<file path="src/rtl/lcd_pkg.sv">
// lcd_pkg: HD44780 command bytes, FSM encodings and small helpers shared by the LCD driver
package lcd_pkg;
  localparam logic [7:0] LCD_FUNC_SET = 8'h38;
  localparam logic [7:0] LCD_DISP_ON  = 8'h0C;
  localparam logic [7:0] LCD_ENTRY    = 8'h06;
  localparam logic [7:0] LCD_CLEAR    = 8'h01;
  localparam logic [7:0] LCD_LINE1    = 8'h80;
  localparam logic [7:0] LCD_LINE2    = 8'hC0;

  typedef enum logic [2:0] {PWR_WAIT, INIT_CMD, SET_ADDR, FETCH, WR_CHAR, IDLE} lcd_state_t;
  typedef enum logic [1:0] {B_IDLE, B_SETUP, B_PULSE, B_WAIT} bus_state_t;

  function automatic logic [7:0] init_cmd(input logic [1:0] step);
    return step == 2'd0 ? LCD_FUNC_SET :
           step == 2'd1 ? LCD_DISP_ON  :
           step == 2'd2 ? LCD_ENTRY    : LCD_CLEAR;
  endfunction

  // DDRAM address for a screen position: bit 4 selects the line
  function automatic logic [7:0] line_addr(input logic [4:0] idx);
    return (idx[4] ? LCD_LINE2 : LCD_LINE1) + {4'd0, idx[3:0]};
  endfunction
endpackage

</file>
<file path="src/rtl/lcd_bus_writer.sv">
// lcd_bus_writer: one HD44780 bus write (setup, E pulse, post-write wait) per accepted req
module lcd_bus_writer
  import lcd_pkg::*;
#(
  parameter int SETUP_CYC      = 5,
  parameter int E_PULSE_CYC    = 25,
  parameter int CMD_WAIT_CYC   = 2000,
  parameter int CLEAR_WAIT_CYC = 82000,
  parameter int CNT_W          = 20
) (
  input  logic       clk,
  input  logic       rst,
  input  logic       req,
  input  logic       rs_in,
  input  logic [7:0] data_in,
  input  logic       long_wait,
  output logic       lcd_e,
  output logic       lcd_rs,
  output logic [7:0] lcd_data,
  output logic       done
);
  bus_state_t       r_state, w_state_nxt;
  logic [CNT_W-1:0] r_cnt, w_cnt_nxt;
  logic             r_rs, r_long;
  logic [7:0]       r_data;
  logic             w_zero, w_accept;

  assign w_zero   = r_cnt == '0;
  assign w_accept = r_state == B_IDLE && req;
  assign lcd_e    = r_state == B_PULSE;
  assign lcd_rs   = r_rs;
  assign lcd_data = r_data;

  always_comb begin
    w_state_nxt = r_state;
    w_cnt_nxt   = w_zero ? r_cnt : r_cnt - 1'b1;
    done        = 1'b0;
    case (r_state)
      B_IDLE: if (req) begin
        w_state_nxt = B_SETUP;
        w_cnt_nxt   = CNT_W'(SETUP_CYC - 1);
      end
      B_SETUP: if (w_zero) begin
        w_state_nxt = B_PULSE;
        w_cnt_nxt   = CNT_W'(E_PULSE_CYC - 1);
      end
      B_PULSE: if (w_zero) begin
        w_state_nxt = B_WAIT;
        w_cnt_nxt   = r_long ? CNT_W'(CLEAR_WAIT_CYC - 1) : CNT_W'(CMD_WAIT_CYC - 1);
      end
      B_WAIT: if (w_zero) begin
        w_state_nxt = B_IDLE;
        done        = 1'b1;
      end
      default: w_state_nxt = B_IDLE;
    endcase
  end

  // RS/DATA are captured only on accept, so they cannot move during the E pulse
  always_ff @(posedge clk or negedge rst) begin
    if (!rst) begin
      r_state <= B_IDLE;
      r_cnt   <= '0;
      r_rs    <= 1'b0;
      r_data  <= '0;
      r_long  <= 1'b0;
    end else begin
      r_state <= w_state_nxt;
      r_cnt   <= w_cnt_nxt;
      if (w_accept) begin
        r_rs   <= rs_in;
        r_data <= data_in;
        r_long <= long_wait;
      end
    end
  end
endmodule

</file>
<file path="src/rtl/lcd_char_driver.sv">
// lcd_char_driver: powers up and initialises a 16x2 character LCD, then refreshes it from the set-screen generator
module lcd_char_driver
  import lcd_pkg::*;
#(
  parameter int PWRUP_CYC      = 750000,
  parameter int SETUP_CYC      = 5,
  parameter int E_PULSE_CYC    = 25,
  parameter int CMD_WAIT_CYC   = 2000,
  parameter int CLEAR_WAIT_CYC = 82000,
  parameter int CNT_W          = 20
) (
  input  logic       clk,
  input  logic       rst,
  input  logic       en,
  input  logic [7:0] char_in,
  output logic [4:0] index,
  output logic       lcd_e,
  output logic       lcd_rs,
  output logic       lcd_rw,
  output logic [7:0] lcd_data,
  output logic       init_done,
  output logic       frame_done
);
  lcd_state_t       r_state, w_state_nxt;
  logic [1:0]       r_step, w_step_nxt;
  logic [CNT_W-1:0] r_tmr, w_tmr_nxt;
  logic [4:0]       r_index, w_index_nxt, w_index_inc;
  logic [7:0]       r_buf, w_buf_nxt, w_data;
  logic             r_busy, w_busy_nxt;
  logic             r_init_done, w_init_nxt;
  logic             r_frame_done, w_frame_nxt;
  logic             w_req, w_rs, w_long, w_done;

  assign index       = r_index;
  assign init_done   = r_init_done;
  assign frame_done  = r_frame_done;
  assign lcd_rw      = 1'b0;
  assign w_index_inc = r_index + 5'd1;

  // one request per write state; r_busy blocks re-requesting until done
  assign w_req  = (r_state == INIT_CMD || r_state == SET_ADDR || r_state == WR_CHAR) && !r_busy;
  assign w_rs   = r_state == WR_CHAR;
  assign w_long = r_state == INIT_CMD && r_step == 2'd3;
  assign w_data = r_state == INIT_CMD ? init_cmd(r_step) :
                  r_state == SET_ADDR ? line_addr(r_index) : r_buf;

  lcd_bus_writer #(
    .SETUP_CYC      (SETUP_CYC),
    .E_PULSE_CYC    (E_PULSE_CYC),
    .CMD_WAIT_CYC   (CMD_WAIT_CYC),
    .CLEAR_WAIT_CYC (CLEAR_WAIT_CYC),
    .CNT_W          (CNT_W)
  ) u_bus (
    .clk       (clk),
    .rst       (rst),
    .req       (w_req),
    .rs_in     (w_rs),
    .data_in   (w_data),
    .long_wait (w_long),
    .lcd_e     (lcd_e),
    .lcd_rs    (lcd_rs),
    .lcd_data  (lcd_data),
    .done      (w_done)
  );

  always_comb begin
    w_state_nxt = r_state;
    w_step_nxt  = r_step;
    w_tmr_nxt   = r_tmr;
    w_index_nxt = r_index;
    w_buf_nxt   = r_buf;
    w_init_nxt  = r_init_done;
    w_frame_nxt = 1'b0;
    w_busy_nxt  = w_req ? 1'b1 : w_done ? 1'b0 : r_busy;
    case (r_state)
      PWR_WAIT: if (r_tmr == CNT_W'(PWRUP_CYC - 1)) begin
        w_state_nxt = INIT_CMD;
        w_step_nxt  = 2'd0;
        w_tmr_nxt   = '0;
      end else w_tmr_nxt = r_tmr + 1'b1;
      INIT_CMD: if (w_done) begin
        if (r_step == 2'd3) begin
          w_init_nxt  = 1'b1;
          w_index_nxt = '0;
          w_state_nxt = en ? SET_ADDR : IDLE;
        end else w_step_nxt = r_step + 2'd1;
      end
      SET_ADDR: if (w_done) begin
        w_state_nxt = en ? FETCH : IDLE;
        w_tmr_nxt   = '0;
      end
      // two settle clocks cover the generator's registered output, third clock latches
      FETCH: if (r_tmr == CNT_W'(2)) begin
        w_buf_nxt   = char_in;
        w_state_nxt = WR_CHAR;
      end else w_tmr_nxt = r_tmr + 1'b1;
      WR_CHAR: if (w_done) begin
        w_index_nxt = w_index_inc;
        w_frame_nxt = r_index == 5'd31;
        w_tmr_nxt   = '0;
        w_state_nxt = !en ? IDLE : w_index_inc[3:0] == 4'd0 ? SET_ADDR : FETCH;
      end
      IDLE: if (en) w_state_nxt = SET_ADDR;
      default: w_state_nxt = PWR_WAIT;
    endcase
  end

  always_ff @(posedge clk or negedge rst) begin
    if (!rst) begin
      r_state      <= PWR_WAIT;
      r_step       <= 2'd0;
      r_tmr        <= '0;
      r_index      <= '0;
      r_buf        <= '0;
      r_busy       <= 1'b0;
      r_init_done  <= 1'b0;
      r_frame_done <= 1'b0;
    end else begin
      r_state      <= w_state_nxt;
      r_step       <= w_step_nxt;
      r_tmr        <= w_tmr_nxt;
      r_index      <= w_index_nxt;
      r_buf        <= w_buf_nxt;
      r_busy       <= w_busy_nxt;
      r_init_done  <= w_init_nxt;
      r_frame_done <= w_frame_nxt;
    end
  end
endmodule

</file>
<file path="config.mk">
export PLATFORM = sky130hd
export DESIGN_NAME = lcd_char_driver
export DESIGN_NICKNAME = d
export VERILOG_FILES = /design/src/rtl/lcd_pkg.sv /design/src/rtl/lcd_bus_writer.sv /design/src/rtl/lcd_char_driver.sv
export SDC_FILE = /design/constraint.sdc
export NUM_CORES = 1
export LEC_CHECK = 0
export ABC_AREA = 0
export CAP_MARGIN = 30
export CORE_MARGIN = 1
export CORE_UTILIZATION = 59
export DETAILED_ROUTE_END_ITERATION = 10
export PLACE_DENSITY_LB_ADDON = 0.05
export SYNTH_ARGS = -nofsm -noshare
export SYNTH_HDL_FRONTEND = slang
export SYNTH_SLANG_ARGS = --single-unit
</file>
<file path="constraint.sdc">
create_clock -name clk -period 3.4 [get_ports clk]
set_clock_uncertainty 0.2 [all_clocks]
set_input_delay 0.85 -clock clk [delete_from_list [all_inputs] [get_ports clk]]
set_output_delay 0.85 -clock clk [all_outputs]
set_load 0.02 [all_outputs]
</file>
=== Word level (Yosys, flattened, before mapping) ===
Cells that the tools add are included.

* Register bits: 73
* Input port bits: 11

* $add $sub $neg: 5
* Equal/unequal tests: 28
* Multiplexer cells: 47
* Reduce and logical (&&, ||, !) cells: 23

{| class="wikitable"
|+ Operators by type and width
! operator !! count
|-
| 20-bit two-way mux || 7
|-
| 20-bit case mux with 3 select lines || 2
|-
| 3-bit two-way mux || 11
|-
| 20-bit by 1-bit adder with 20-bit output (second input constant) || 1
|-
| 20-bit by 2-bit == test with 1-bit output (second input constant) || 1
|-
| 20-bit == test (second input constant) || 1
|-
| 20-bit logical NOT || 1
|-
| 20-bit by 1-bit subtractor with 20-bit output (second input constant) || 1
|-
| 2-bit != test (second input constant) || 9
|-
| 3-bit case mux with 6 select lines || 1
|-
| 17-bit two-way mux || 1
|-
| 8-bit two-way mux || 2
|-
| 5-bit two-way mux || 3
|-
| 2-bit two-way mux || 7
|-
| 4-bit AND reduction || 3
|-
| 2-bit by 1-bit != test with 1-bit output (second input constant) || 5
|-
| 5-bit case mux with 2 select lines || 1
|-
| 8-bit by 4-bit adder with 8-bit output || 1
|-
| 2-bit == test (second input constant) || 4
|-
| 2-bit case mux with 4 select lines || 1
|-
| 1-bit two-way mux || 7
|-
| 7-bit two-way mux || 1
|-
| 7-bit AND reduction || 1
|-
| 3-bit by 2-bit == test with 1-bit output (second input constant) || 2
|-
| other kinds (20) || 29
|}

=== Longest topological paths before layout ===
Gate-level depths: netlist of the first run.

* Word-level depth: 6
* Gate-level depth with buffers: 10
* Depth with buffers taken out: 10

=== By module ===
A second synthesis of the first run with hierarchy kept.

* Cell total of the unflattened synthesis: 465
* Area, all modules: 4461.8 um2

{| class="wikitable"
|+ Modules (own cells, without submodules)
! module !! times used !! cells each !! area each (um2)
|-
| lcd_char_driver || 1 || 283 || 2623.8
|-
| lcd_bus_writer || 1 || 182 || 1838.0
|}

=== Worst setup path after synthesis of the first run ===
OpenSTA, ideal clock, no wires.

* Path kind: reg-to-reg
* Start point: register u_bus.r_cnt[0]
* End point: register r_tmr[10]
* Library setup time: 0.078 ns
* Data arrival time: 2.398 ns
* Required time: 3.122 ns
* Path slack: 0.724 ns
* Cell stages (with the launch flop): 10
* Path buffers: 1
* Clock period less this slack: 2.676 ns
* Cells stage by stage: dfrtp_1 -> inv_1 -> ha_1 -> nor4b_4 -> nand4_4 -> o31a_1 -> or4_1 -> buf_2 -> or3_1 -> a21oi_1

* Longest elaborated chain between the ends: 5

{| class="wikitable"
|+ RTL lines
! what !! line !! text
|-
| start, declared || lcd_bus_writer.sv:23 || <nowiki>logic [CNT_W-1:0] r_cnt, w_cnt_nxt;</nowiki>
|-
| start signal, assigned || lcd_bus_writer.sv:69 || <nowiki>r_cnt <= w_cnt_nxt;</nowiki>
|-
| 20-bit logical NOT || lcd_bus_writer.sv:28 || <nowiki>assign w_zero = r_cnt == '0;</nowiki>
|-
| 1-bit two-way mux || lcd_bus_writer.sv:51 || <nowiki>B_WAIT: if (w_zero) begin</nowiki>
|-
| 1-bit two-way mux || lcd_bus_writer.sv:38 || <nowiki>case (r_state)</nowiki>
|-
| 2-bit by 1-bit != test with 1-bit output (no line) || - ||
|-
| 3-bit AND reduction (no line) || - ||
|-
| end signal, assigned || lcd_char_driver.sv:121 || <nowiki>r_tmr <= w_tmr_nxt;</nowiki>
|-
| end, declared || lcd_char_driver.sv:26 || <nowiki>logic [CNT_W-1:0] r_tmr, w_tmr_nxt;</nowiki>
|}

No other way between the ends.
A chain may end at the register's enable or synchronous reset.

=== Worst setup path in the final report of the first run ===
Same ends and word-level chain as after synthesis.

==> results of run 1 <==
## worst max path at each step
stage                                       end  slack (ns)  cells past startpoint
final                     r_tmr[10]$_DFFE_PN0P_        0.47                      8
after global routing      r_tmr[10]$_DFFE_PN0P_        0.31                      8
after CTS                 r_tmr[10]$_DFFE_PN0P_        0.48                      8
after detailed placement  r_tmr[10]$_DFFE_PN0P_        0.51                      8
after global placement    r_tmr[10]$_DFFE_PN0P_        0.58                      8
after floorplan           r_tmr[10]$_DFFE_PN0P_        0.72                      9
## registers in the layout, summed over array words and instances, names as in the netlist, 2 cells and up
| name | count |
|---|---|
| index | 5 |
| r_state | 3 |
| u_bus.lcd_data | 8 |
| r_buf | 8 |
| u_bus.r_state | 2 |
| r_step | 2 |
| u_bus.r_cnt | 20 |
| r_tmr | 20 |
## placed cells by master, fill, tap and decap left out, types with 4 or more instances in the layout
master | netlist | routed
sky130_fd_sc_hd__nor4_1 | 25 | 25
sky130_fd_sc_hd__ha_1 | 18 | 18
sky130_fd_sc_hd__buf_4 | 1 | 12
sky130_fd_sc_hd__nand4_1 | 13 | 13
sky130_fd_sc_hd__and3_1 | 10 | 10
sky130_fd_sc_hd__nand3_1 | 12 | 12
sky130_fd_sc_hd__or3_1 | 5 | 5
sky130_fd_sc_hd__o21ai_0 | 30 | 30
sky130_fd_sc_hd__o31ai_1 | 4 | 4
sky130_fd_sc_hd__a21oi_1 | 19 | 19
sky130_fd_sc_hd__dfrtp_1 | 73 | 73
sky130_fd_sc_hd__clkbuf_8 | 0 | 9
sky130_fd_sc_hd__or4_1 | 5 | 5
sky130_fd_sc_hd__nand2b_1 | 5 | 5
sky130_fd_sc_hd__nor2_1 | 48 | 48
sky130_fd_sc_hd__inv_1 | 16 | 16
sky130_fd_sc_hd__clkdlybuf4s50_1 | 0 | 26
sky130_fd_sc_hd__clkinvlp_4 | 0 | 4
sky130_fd_sc_hd__o22ai_1 | 5 | 5
sky130_fd_sc_hd__xor2_1 | 10 | 10
sky130_fd_sc_hd__a21o_1 | 6 | 6
sky130_fd_sc_hd__nor3_1 | 19 | 19
sky130_fd_sc_hd__a211oi_1 | 5 | 5
sky130_fd_sc_hd__nand2_1 | 44 | 44
sky130_fd_sc_hd__xnor2_1 | 21 | 21
sky130_fd_sc_hd__mux2_2 | 9 | 9
## per-layer routing
layer	GRT usage	wire length, um
met4	0.126	247
met3	0.0588	515
met2	0.445	4560
met5	0	0
met1	0.381	4230
## worst register-to-register path, delay by kind of cell, from the launching register on
family / cells / cell delay (ns)
adder cells (fa/ha/maj): 1 / 0.17
AO/OA/AOI/OAI: 2 / 0.46
AND/OR/NAND/NOR: 4 / 1.50
flip-flops: 1 / 0.42
buffers and inverters: 1 / 0.12
## layout make-up
class / count / share of cell area
inverters: 17 / 0.0131
clock buffers: 9 / 0.0254
multi-input cells: 357 / 0.471
repair buffers: 38 / 0.0718
flip-flops and latches: 73 / 0.375
clock inverters: 7 / 0.0195
well taps: 96 / 0.0246
## cells in the mapped netlist (2+ instances only)
cell | n | area share
sky130_fd_sc_hd__a22oi_1 | 3 | 0.0053
sky130_fd_sc_hd__o21a_1 | 2 | 0.0035
sky130_fd_sc_hd__nand3_1 | 12 | 0.014
sky130_fd_sc_hd__nand2_1 | 44 | 0.039
sky130_fd_sc_hd__and2_1 | 2 | 0.0029
sky130_fd_sc_hd__or3_1 | 5 | 0.0073
sky130_fd_sc_hd__clkbuf_1 | 17 | 0.015
sky130_fd_sc_hd__a221oi_1 | 2 | 0.0041
sky130_fd_sc_hd__nor4_1 | 25 | 0.037
sky130_fd_sc_hd__inv_1 | 16 | 0.014
sky130_fd_sc_hd__mux2i_1 | 2 | 0.0047
sky130_fd_sc_hd__a31o_2 | 3 | 0.0062
sky130_fd_sc_hd__and3_1 | 10 | 0.015
sky130_fd_sc_hd__nand3b_1 | 3 | 0.0053
sky130_fd_sc_hd__o211ai_1 | 2 | 0.0035
sky130_fd_sc_hd__mux2_2 | 9 | 0.024
sky130_fd_sc_hd__nor4_4 | 2 | 0.010
sky130_fd_sc_hd__nand2b_1 | 5 | 0.0073
sky130_fd_sc_hd__a21o_1 | 6 | 0.011
sky130_fd_sc_hd__or4_1 | 5 | 0.0088
sky130_fd_sc_hd__dfrtp_1 | 73 | 0.43
sky130_fd_sc_hd__nor2_1 | 48 | 0.042
sky130_fd_sc_hd__a21oi_1 | 19 | 0.022
sky130_fd_sc_hd__o31ai_1 | 4 | 0.0070
sky130_fd_sc_hd__xor2_1 | 10 | 0.021
sky130_fd_sc_hd__a211oi_1 | 5 | 0.0088
sky130_fd_sc_hd__o31a_1 | 2 | 0.0041
sky130_fd_sc_hd__nand4_1 | 13 | 0.019
sky130_fd_sc_hd__a31oi_1 | 2 | 0.0029
sky130_fd_sc_hd__o22a_1 | 2 | 0.0041
sky130_fd_sc_hd__xnor2_1 | 21 | 0.043
sky130_fd_sc_hd__nor3_1 | 19 | 0.022
sky130_fd_sc_hd__nor3b_1 | 2 | 0.0035
sky130_fd_sc_hd__and4_1 | 2 | 0.0041
sky130_fd_sc_hd__ha_1 | 18 | 0.053
sky130_fd_sc_hd__o21ai_0 | 30 | 0.035
sky130_fd_sc_hd__o22ai_1 | 5 | 0.0073
## power breakdown
group / internal (W) / total [W] / switching (W)
Clock: 0.000411 / 0.000744 / 0.000333
Combinational: 0.000618 / 0.00148 / 0.000865
Sequential: 0.00108 / 0.00130 / 0.000215
Total: 0.00211 / 0.00352 / 0.00141
## stage by stage
step                instances  hold WS (ns)  worst slack (ns)  cell area (um2)  total power [W]
global placement          581         0.264             0.584             4660          0.00274
detailed placement        581         0.269             0.513             4660          0.00278
global route              597         0.305             0.312             4880          0.00380
floorplan                 467         0.270             0.724             4270          0.00235
CTS                       597         0.288             0.478             4880          0.00354
finish                    597         0.282             0.471             4880          0.00352
## logic make-up (layout without fill, tap and decap cells)
| family | count (synthesis) | count (layout) |
|---|---|---|
| fa+ha+maj | 18 | 18 |
| mux | 11 | 11 |
| simple gates | 204 | 204 |
| buf+inv | 37 | 71 |
| compound gates | 92 | 92 |
| flops | 73 | 73 |
| xor+xnor | 31 | 31 |
| other cells | 1 | 1 |
==> qor_table.md, run 1 <==
| Item | Value |
|---|---|
| Dominant combinational cell family by area after synthesis | simple AND/OR/NAND/NOR gates |
| Total negative setup slack | 0 ns |
| Synthesized Nets | 496 |
| Clock tree from TritonCTS | built |
| Mean Syn Cell Area | 9.14 um2 |
| Count of antenna diodes in the layout | 0 |
| Vias in the first global route | 3,532 |
| Worst Reg-to-Reg Cells | 8 |
| List of cells traversed by the critical path | inv_1, ha_1, nor4b_4, nand4_4, o31a_1, or4_1, or3_1, a21oi_1 |
| Flip-flop and latch area | 0.00183 mm2 |
| I/O pins | 29 |
| Tightest slew margin relative to the limit | 0.389 |
| Status | finished, final reports clean |
| Top fanout value on the critical path | 10 |
| Clock insertion delay at the later pin of the skew report | 0.35 ns |
| Clock period minus worst slack | 2.93 ns |
| Chip height | 87.1 um |
| Area growth from synthesis to layout | 14.3% |
| Source of the worst hold timing path | u_bus.lcd_rs$_DFFE_PN0P_ |
| Fraction of final layout cells with drive strength greater than 1 | 0.0938 |
| Area of the multi-input gates | 0.00230 mm2 |
| Flops & latches, synth | 73 |
| Buffer depth of the longest clock path | 2 |
| End of the worst register-to-register path | r_tmr[10]$_DFFE_PN0P_ |
| Worst hold path cell count | 2 |
| Critical path buffers and inverters | 1 |
| Tightest Hold Check Type | reg2reg |
| Hold worst-path end | u_bus.lcd_rs$_DFFE_PN0P_ |
| Number of port buffers | 27 |
| Number of hold buffers added after CTS | 0 |
| Post-CTS setup buffers | 0 |
| Number of flops mapped to enable cells by yosys | 0 |
| Drt first pass iters | 5 |
| # nets final | 525 |
| Via density per instance | 6.08 |
| Data arrival time of the worst path | 3.01 ns |
| Required @ worst endpoint | 3.48 ns |
| Post-synthesis share of cell area spent on xor and xnor gates | 0.0636 |
| Worst ir drop on vdd | 0.399 mV |
| Number of max-capacitance violations reported | 0 |
| Placed wire-length estimate after detailed placement | 6740 um |
| Share of synthesized cell area in and, or, nand and nor gates | 0.258 |
| Total length of routed wires | 9550 um |
| Number of distinct library cells after synthesis | 54 |
| Number of pins with negative max-slew slack in the final report | 0 |
| Final number of hold-violating endpoints | 0 |
| Clock tree root buffer cell | sky130_fd_sc_hd__clkbuf_8 |
| Core footprint | 0.00691 mm2 |
| Fraction of registers with async set or reset after synthesis | 1.00 |
| Cts bufs inserted | 9 |
| Family with the most delay on the worst path | simple AND/OR/NAND/NOR gates |
| Category of the most critical setup path | reg2reg |
| DRC Markers | 0 |
| Element type at the critical path start | flip-flop |
| Type of destination of the critical path | flip-flop |
| Antenna violations before repair | 0 |
| Effective utilization at floorplan | 0.618 |
| Cell with the largest stage delay on the worst path | sky130_fd_sc_hd__or4_1 |
| Final core utilization | 0.706 |
| Setup repair after global routing missed its margin | false |
| Sequential element share of the synthesized area | 0.428 |
| Synthesized cell area | 0.00427 mm2 |
| Arithmetic-cell share of the synthesized area counting full adders, half adders and majority gates | 0.0528 |
| Worst-Margin Slew | 0.916 ns |
| Pwr per Cell Area | 722 mW/mm2 |
| Reg-to-reg startpoint | u_bus.r_cnt[0]$_DFF_PN0_ |
| Routed wirelength normalized by instance count | 16.0 um |
| Number of cells produced by synthesis | 467 |
| F_max | 0.341 GHz |
| Via total after detailed routing | 3,627 |
| Die width | 87.1 um |
| Number of synthesis warnings | 0 |
| Gr ovfl total | 0 |
| Fillers | 559 |
| Share of the synthesized area in compound gates (AO/OA/AOI/OAI) | 0.135 |
| Static leakage power | 2.13 nW |
| Worst-case register-to-register setup slack | 0.47 ns |
| Number of H-tree levels | 3 |
| GRT Resource Usage Total | 0.284 |
| Site Rows | 30 |
| Post-detailed-route count of antenna-violating nets | 0 |
| Drt initial violations | 225 |
| Endpoints failing setup | 0 |
| RePlAce Congestion | 0.859 |
| Clock-pin slew on the worst setup and hold paths | 0.08 ns |
| Dominant synthesized flop cell | sky130_fd_sc_hd__dfrtp_1 |
| Number of cells upsized or downsized after cts | 0 |
| Multiplexer fraction of the synthesized cell area | 0.0284 |
| Pin count of the biggest net entering global routing | 74 |
| Peak per-stage delay on the critical path | 0.61 ns |
| Wire length of the first global-routing pass | 16,500 um |
| Clock sink total | 73 |
| Share of the clock period used by the worst path after layout | 0.861 |
| CP Launch Point | u_bus.r_cnt[0]$_DFF_PN0_ |
| Die ar. | 0.00758 mm2 |
(Power assumes the default switching activity.)
==> run 2, diff against run 1 <==
Settings changed: TNS_END_PERCENT from default to 30.
==> results of run 2 <==
Final layout, timing and power as in run 1 (identical DEF).
==> RTL change: new RTL, settings of run 2 <==
`r_buf` no longer has a reset.
--- a/src/rtl/lcd_char_driver.sv
+++ b/src/rtl/lcd_char_driver.sv
@@ -111,7 +111,6 @@
       r_step       <= 2'd0;
       r_tmr        <= '0;
       r_index      <= '0;
-      r_buf        <= '0;
       r_busy       <= 1'b0;
       r_init_done  <= 1'b0;
       r_frame_done <= 1'b0;
@@ -120,11 +119,14 @@
       r_step       <= w_step_nxt;
       r_tmr        <= w_tmr_nxt;
       r_index      <= w_index_nxt;
-      r_buf        <= w_buf_nxt;
       r_busy       <= w_busy_nxt;
       r_init_done  <= w_init_nxt;
       r_frame_done <= w_frame_nxt;
     end
   end
+
+  always_ff @(posedge clk) begin
+    r_buf <= w_buf_nxt;
+  end
 endmodule
 
Check against the original RTL: no difference found for any inputs over 10 cycles, from zero or initial values and one cycle with rst low; that may be too few to reach the edited logic, so the function may still have changed.
==> RTL change against run 2 <==
- cell area grew 3.6%
- routed wire length is 12% higher
- via count increased by 6.6%
- sequential cell count is the same
- first-iteration DRC count up 30%
- setup slack worse by 45 ps
- synthesized area grew 4.2%
- largest cell class unchanged
Power is not compared: it rests on default switching activity, and its combinational part moved more than twofold at a synthesized area within 25%.
==> RTL change: results (changes against run 2) <==
Setup path
  • Critical-path top delay cell: a221oi_2
  • Crit path largest cell delay: 710 ps (+100 ps)
  • R2R cell count: 9 (+1)
  • R2r endpoint: r_tmr[5]$_DFFE_PN0P_
  • CP max FO: 11 (+1)
  • Worst setup path category: register to register
  • R2R Setup Slk: 430 ps (-50 ps)
  • Crit-path leading delay family: compound AO/OA/AOI/OAI gates

Clock network
  • CTS Root Cell: clkbuf_8
  • Clock slew at the register clock pins of the worst setup and hold paths: 80 ps (about the same)
  • H-tree levels: 3 (unchanged)
  • CTS max path bufs: 2 (unchanged)

Placement
  • Hpwl dp: 7570 um (+12%)
  • DP Worst Slack: 368 ps (-145 ps)
  • Placement Cell Area: 4820 um^2 (+3.6%)
  • # placed instances: 604 (+4.0%)
  • GPL Wtd Cong: 0.855 (-0.37%)

Global route
  • Wire length of the first global-routing pass: 17,800 um (+7.8%)
  • GR Layer Usage met3: 0.0541 (-0.00466)
  • Total GRT Usage: 0.296 (+0.0123)
  • Met1 usage: 0.405 (+0.0235)
  • GR Util met2: 0.467 (+0.0219)
  • Largest net degree at the start of global routing: 66 (-11%)
  • Via count of the first global-routing pass: 3,634 (+2.9%)

Worst hold path
  • Worst min path class: register to register
  • Hold depth: 1 (-1)
  • Hold Path End: init_done$_DFFE_PN0P_
  • Worst hold start: init_done$_DFFE_PN0P_

Timing
  • Hold Slack: 278 ps (-3.27 ps)
  • Post-route minimum period: 2970 ps (+45.2 ps)
  • Tightest Pin Transition: 935 ps (+19.1 ps)

Run status
  • Status: complete, no violations

Power and ir drop
  • Pwr dens: 335 nW/um^2

Synthesis
  • Synth cell count leaders: dfrtp_1, nand2_1, nor2_1
  • Xor-xnor portion of the synthesized cell area: 0.0295 (-0.0341)
  • Post-synth EDFFs: 8 (+8)
  • Synth Area in Compound Gates: 0.203 (+0.0680)
  • Asr flop ratio synth: 0.890 (-0.110)
  • Synth cell types: 72 (+33%)
  • Synth area leaders: dfrtp_1, edfxtp_1, ha_1, nand2_1, nor2_1
  • Seq/Total Area, Yosys: 0.420 (-0.00834)
  • Synth Area in Adders: 0.0506 (-0.00214)
  • Post-Syn Area per Cell: 9.13 um^2 (about the same)
  • Mux contribution to synthesized area: 0.0121 (-0.0163)
  • Syn_nets: 516 (+4.0%)

Detailed routing
  • Drt wl/cell: 17.3 um (+7.9%)
  • Detailed Routing Iterations Pass 1: 6 (+1)
  • Vias per Instance: 6.24 (+2.7%)
  • Initial drt markers: 292 (+30%)

Cells and area
  • Final cell count without fillers: 620 (+3.9%)
  • Fillers: 563 (+0.72%)
  • Nets: 545 (+3.8%)
  • Layout cells sized above 1: 0.102 (+0.00792)
-- RTL change: cell count changes after synthesis, sizes merged, moves of 6 or more --
cell,change
mux2,-6
xnor2,-11
a21o,+7
nor4,-19
edfxtp,+8
nand2,+8
dfrtp,-8
nand3,+6
nand4,-6
a22o,+10
-- RTL change: layout make-up --
cell class,instances,share of cell area
Clock buffer,12,0.0307
Clock inverter,4,0.0146
Inverter,20,0.0149
Multi-Input combinational cell,373,0.476
Sequential cell,73,0.369
Tap cell,99,0.0245
Timing Repair Buffer,39,0.0703
-- RTL change: report_power, final --
| part | total (uW) | internal [uW] | switching, uW | leakage (uW) |
|---|---|---|---|---|
| Sequential | 881 | 881 | 0 | 0.000888 |
| Combinational | 29.3 | 10.4 | 18.9 | 0.00109 |
| Clock | 782 | 454 | 328 | 0.000113 |
| Total | 1690 | 1350 | 347 | 0.00209 |
-- RTL change: metal layers --
metal / vias up / wire (um)
li1: 1851 / -
met1: 1862 / 4970
met2: 138 / 4990
met3: 17 / 550
met4: 0 / 197
met5: - / 0
